==> src/rtl/lcd_text_feeder.sv <==
// Feeds an HD44780 character driver: power-up wait, init command sequence, then an
// endless refresh of a host-writable 2x16 screen buffer as {RS, DATA} words over valid/ready.
module lcd_text_feeder #(
  parameter int PWRUP_CYCLES = 400000,
  parameter int CLEAR_GAP    = 40000
) (
  input  logic       lcd_clk_in,
  input  logic       rst_n,
  input  logic       wr_en,
  input  logic [4:0] wr_addr,
  input  logic [7:0] wr_char,
  input  logic       clear_req,
  output logic       busy,
  output logic [8:0] out_word,
  output logic       out_valid,
  input  logic       out_ready,
  output logic       init_done
);

  localparam int MAX_WAIT = (PWRUP_CYCLES > CLEAR_GAP) ? PWRUP_CYCLES : CLEAR_GAP;
  localparam int CNT_W    = $clog2(MAX_WAIT + 1);
  localparam logic [CNT_W-1:0] PWRUP_LAST = CNT_W'(PWRUP_CYCLES - 1);
  localparam logic [CNT_W-1:0] CLEAR_LAST = CNT_W'(CLEAR_GAP - 1);

  typedef enum logic [2:0] {
    S_PWRUP,
    S_INIT,
    S_CLRWAIT,
    S_ADDR,
    S_CHAR
  } state_t;

  logic [7:0]       r_buf [0:31];
  logic             r_busy;
  logic [4:0]       r_clr_addr;

  state_t           r_state;
  logic [CNT_W-1:0] r_cnt;
  logic [1:0]       r_init_idx;
  logic [3:0]       r_col;
  logic             r_line;
  logic [8:0]       r_word;
  logic             r_valid;
  logic             r_init_done;

  logic             w_xfer;
  logic [4:0]       w_next_addr;

  assign w_xfer      = r_valid & out_ready;
  assign w_next_addr = {r_line, r_col + 4'd1};

  assign busy      = r_busy;
  assign out_word  = r_word;
  assign out_valid = r_valid;
  assign init_done = r_init_done;

  function automatic logic [8:0] init_word(input logic [1:0] idx);
    case (idx)
      2'd0:    init_word = 9'h038;
      2'd1:    init_word = 9'h00C;
      2'd2:    init_word = 9'h006;
      default: init_word = 9'h001;
    endcase
  endfunction

  // A running clear owns the buffer write port; a clear request beats a same-cycle host write.
  always_ff @(posedge lcd_clk_in or negedge rst_n) begin
    if (!rst_n) begin
      for (int i = 0; i < 32; i++) r_buf[i] <= 8'h20;
      r_busy     <= 1'b0;
      r_clr_addr <= 5'd0;
    end else if (r_busy) begin
      r_buf[r_clr_addr] <= 8'h20;
      r_clr_addr        <= r_clr_addr + 5'd1;
      if (r_clr_addr == 5'd31) r_busy <= 1'b0;
    end else if (clear_req) begin
      r_busy     <= 1'b1;
      r_clr_addr <= 5'd0;
    end else if (wr_en) begin
      r_buf[wr_addr] <= wr_char;
    end
  end

  // r_word always holds the word being presented; the next one is loaded on the transfer edge.
  always_ff @(posedge lcd_clk_in or negedge rst_n) begin
    if (!rst_n) begin
      r_state     <= S_PWRUP;
      r_cnt       <= '0;
      r_init_idx  <= 2'd0;
      r_col       <= 4'd0;
      r_line      <= 1'b0;
      r_word      <= 9'h000;
      r_valid     <= 1'b0;
      r_init_done <= 1'b0;
    end else begin
      case (r_state)
        S_PWRUP: begin
          if (r_cnt == PWRUP_LAST) begin
            r_cnt      <= '0;
            r_init_idx <= 2'd0;
            r_word     <= init_word(2'd0);
            r_valid    <= 1'b1;
            r_state    <= S_INIT;
          end else begin
            r_cnt <= r_cnt + 1'b1;
          end
        end
        S_INIT: begin
          if (w_xfer) begin
            if (r_init_idx == 2'd3) begin
              r_valid <= 1'b0;
              r_cnt   <= '0;
              r_state <= S_CLRWAIT;
            end else begin
              r_init_idx <= r_init_idx + 2'd1;
              r_word     <= init_word(r_init_idx + 2'd1);
            end
          end
        end
        S_CLRWAIT: begin
          if (r_cnt == CLEAR_LAST) begin
            r_cnt       <= '0;
            r_line      <= 1'b0;
            r_word      <= 9'h080;
            r_valid     <= 1'b1;
            r_init_done <= 1'b1;
            r_state     <= S_ADDR;
          end else begin
            r_cnt <= r_cnt + 1'b1;
          end
        end
        S_ADDR: begin
          if (w_xfer) begin
            r_col   <= 4'd0;
            r_word  <= {1'b1, r_buf[{r_line, 4'd0}]};
            r_state <= S_CHAR;
          end
        end
        S_CHAR: begin
          if (w_xfer) begin
            if (r_col == 4'd15) begin
              r_line  <= ~r_line;
              r_word  <= r_line ? 9'h080 : 9'h0C0;
              r_state <= S_ADDR;
            end else begin
              r_col  <= r_col + 4'd1;
              r_word <= {1'b1, r_buf[w_next_addr]};
            end
          end
        end
        default: begin
          r_state <= S_PWRUP;
          r_valid <= 1'b0;
        end
      endcase
    end
  end

endmodule

==> config.mk <==
export PLATFORM = sky130hd
export DESIGN_NAME = lcd_text_feeder
export DESIGN_NICKNAME = d
export VERILOG_FILES = /design/src/rtl/lcd_text_feeder.sv
export SDC_FILE = /design/constraint.sdc
export NUM_CORES = 1
export LEC_CHECK = 0
export BUFFER_PORTS_ARGS = -buffer_cell sky130_fd_sc_hd__buf_2
export CAP_MARGIN = 5
export CORE_MARGIN = 4
export CORE_UTILIZATION = 50
export DETAILED_ROUTE_END_ITERATION = 10
export GPL_TIMING_DRIVEN = 0
export PLACE_DENSITY = 0.66
export SYNTH_ARGS = -nofsm -noshare
export SYNTH_HDL_FRONTEND = slang
export SYNTH_SLANG_ARGS = --single-unit
==> constraint.sdc <==
create_clock -name lcd_clk_in -period 3.5 [get_ports lcd_clk_in]
set_input_delay 0.875 -clock lcd_clk_in [delete_from_list [all_inputs] [get_ports lcd_clk_in]]
set_output_delay 0.875 -clock lcd_clk_in [all_outputs]
set_load 0.01 [all_outputs]
==> summary.md <==
| Metric | Value |
|---|---|
| Synth cell types | `64` |
| Core ar. | `0.0279 sq mm` |
| Largest stage delay, worst path | `540 ps` |
| Pin count of the biggest net entering global routing | `123` |
| Final Hold Vio Count | `0` |
| Util after Layout | `0.579` |
| WL met3 | `4050 microns` |
| CP Data Arrival Time | `3720 ps` |
| Clock Pin Slew Worst Setup and Hold Paths | `60 ps` |
| Ys flop type | `dfrtp_1` |
| Die width | `177 microns` |
| # IOs | `30` |
| Via-per-instance ratio | `6.72` |
| Dpl hpwl | `28,500 microns` |
| Cell taking the most area after synthesis | `dfrtp_1` |
| Share of layout cells above drive strength 1 | `0.195` |
| H-tree depth | `2` |
| Grt ovf | `0` |
| Top cells by area, synth | `dfrtp_1 (47%), a22o_1 (14%), mux4_2 (10%), dfstp_2 (5.9%), a22oi_1 (1.8%)` |
| Mapped Area | `0.0142 sq mm` |
| Global-route wire length before repair | `66,800 microns` |
| Crit path max-delay family | `buffers and inverters` |
| Dpl cells | `1,511` |
| DR pass1 iterations | `5` |
| Max-cap violation count | `0` |
| CTS tree | `yes` |
| Setup tns final | `0 ps` |
| Gr usage total | `0.280` |
| Placer Congestion | `0.902` |
| CTS Buffer Depth | `3` |
| Type of the most critical hold path | `in2async` |
| FFs w/ async S/R, synth | `1.00` |
| Worst vdd ir | `0.410 mV` |
| Final Non-Filler Cells | `1,576` |
| Setup crit start kind | `flip-flop` |
| Initial antenna violation count | `0` |
| Seq/Total Area, Yosys | `0.533` |
| Syn Inst Count | `1,105` |
| Critical path's slowest cell | `mux2i_1` |
| Nets@finish | `1,200` |
| Mapped Nets | `1,134` |
| Number of setup violations in the final report | `0` |
| Syn. warnings | `0` |
| Vias in the first global route | `10,600` |
| Final period util | `0.948` |
| Most frequent cells in the layout | `dfrtp_1 (270), a22o_1 (226), mux4_2 (66)` |
| WP buf/inv | `2` |
| Placed standard-cell area | `0.0149 sq mm` |
| Crit end category | `flip-flop` |
| Most common cell after layout, fill and taps aside | `dfrtp_1` |
| Crit path top cell by count | `buf_2` |
| Top-area cell type share of the netlist area | `0.474` |
| Number of DRC markers in iteration 0 | `1,299` |
| WP data required | `3900 ps` |
| CTS buffer count | `36` |
| Status | `finished clean` |
| Via count | `10,600` |
| FMAX | `0.301 GHz` |
| Leak | `7.38 nW` |
| Tot Pwr | `0.00878 W` |
| Starting Density | `0.510` |
| M1 WL | `18,000 microns` |
| Antenna Nets Post-Route | `0` |
| Syn Area/Cell | `12.9 sq um` |
| I/O Buffers | `26` |
| Slew @ Worst Pin | `1280 ps` |
| Slew HR | `0.145` |
| Crit Path Category | `reg2reg` |
| Pwr per Cell Area | `542 mW/mm^2` |
| DR top layer | `met4` |
| Post-synth EDFFs | `0` |
| Routed WL per cell | `27.1 microns` |
| Met2 wire len | `18,900 microns` |
| Chip Height | `177 microns` |
| Clk sink count | `302` |
| Worst-path cell chain | `ha_1 -> xnor2_4 -> buf_2 -> buf_2 -> mux2i_1 -> and3_1 -> a31oi_1 -> a31o_2` |
| Residual DRC | `0` |
| Setup Skew | `13.8 ps` |
| Root Buffer | `clkbuf_16` |
| Cell area after layout | `0.0162 sq mm` |
| RSZ-0062 raised after global routing | `false` |
| Die area | `0.0313 sq mm` |
| Num rows | `61` |
| Later-pin clock latency in the skew report | `520 ps` |
| #FFs+latches synth | `302` |
| Area grow syn2layout | `13.5%` |
| Fin crit period | `3320 ps` |
| DRT Wirelength | `42,700 microns` |
| CP max FO | `10` |
| Slew Limit Fails | `0` |
[registers in the layout, indices dropped and copies added, names as in the netlist]
register    count
out_valid       1
r_cnt          19
busy            1
out_word        9
r_line          1
r_buf         256
init_done       1
r_clr_addr      5
r_init_idx      2
r_col           4
r_state         3
[layer usage]
metal | track usage | vias to the layer above
li1 | - | 4436
met1 | 0.414 | 5457
met2 | 0.412 | 581
met3 | 0.0622 | 121
met4 | 0.103 | 0
met5 | 0 | -
[cell usage after synthesis, types with 3 or more instances]
master       n
a2111oi_0    3
a21o_1       5
a21oi_1     49
a22o_1     226
a22oi_1     34
a31oi_1      9
and2_1       7
and3_1       6
buf_2       14
buf_4        5
buf_6        3
clkbuf_1    42
dfrtp_1    270
dfstp_2     32
ha_1        11
inv_1       45
mux2_2       4
mux2i_1     22
mux4_1       8
mux4_2      66
nand2_1     48
nand2b_1     4
nand3_1     10
nand3b_1     3
nand4_1      8
nor2_1      56
nor2_2       8
nor2_4       8
nor2b_1      4
nor3_1      10
nor3b_1      4
o211ai_1     4
o21ai_0     17
o22ai_1      3
o31ai_1      6
or3b_2       3
xnor2_1      3
xor2_1      12
[metrics by stage]
stage / hold WS [ps] / worst slack [ps]
6_report: 375 / 182
5_1_grt: 436 / 91.1
4_1_cts: 413 / 73.1
3_5_place_dp: 459 / -18.7
3_3_place_gp: 456 / -4120
2_1_floorplan: 448 / 942
[what timing repair did]
item	in CTS	in global routing
buffers inserted	0	0
resized for setup	0	2
hold buffers	0	0
setup endpoints to repair	0	2
[power breakdown]
group          switching [W]  leakage [nW]  internal (W)  total [W]
Sequential          0.000110          4.06       0.00367    0.00378
Clock                0.00151         0.618       0.00245    0.00396
Combinational       0.000712          2.71      0.000322    0.00103
Total                0.00233          7.38       0.00644    0.00878
[area by class of cell]
| type | instances | area, sq um |
|---|---|---|
| timing repair buffer | 28 | 195 |
| sequential | 302 | 7600 |
| fill | 2328 | 11800 |
| multi-input combinational | 690 | 6180 |
| clock inverter | 18 | 255 |
| antenna | 1 | 2.50 |
| inverter | 46 | 173 |
| buffer | 67 | 313 |
| clock buffer | 46 | 990 |
| tap | 378 | 473 |
[worst paths after layout]
| path | from | to | slack (ps) | depth (start not counted) |
|---|---|---|---|---|
| min in group lcd_clk_in | r_buf[189]$_DFFE_PN1P_ | r_buf[189]$_DFFE_PN1P_ | 470 | 2 |
| worst max-delay path | r_col[1]$_DFFE_PN0P_ | out_word[7]$_DFFE_PN0P_ | 180 | 8 |
| worst min register to register | r_buf[189]$_DFFE_PN1P_ | r_buf[189]$_DFFE_PN1P_ | 470 | 2 |
| max in group asynchronous | rst_n | r_buf[82]$_DFFE_PN0P_ | 1620 | 3 |
| worst min-delay path | rst_n | r_buf[219]$_DFFE_PN0P_ | 380 | 1 |
| worst max register to register | r_col[1]$_DFFE_PN0P_ | out_word[7]$_DFFE_PN0P_ | 180 | 8 |
[kinds of logic after synthesis]
| group | synth area share |
|---|---|
| compound gates | 0.207 |
| flops | 0.533 |
| simple gates | 0.0683 |
| buf+inv | 0.0341 |
| mux | 0.138 |
| xor+xnor | 0.0104 |
| fa+ha+maj | 0.00966 |
No activity file was read; power rests on OpenSTA's default activity.
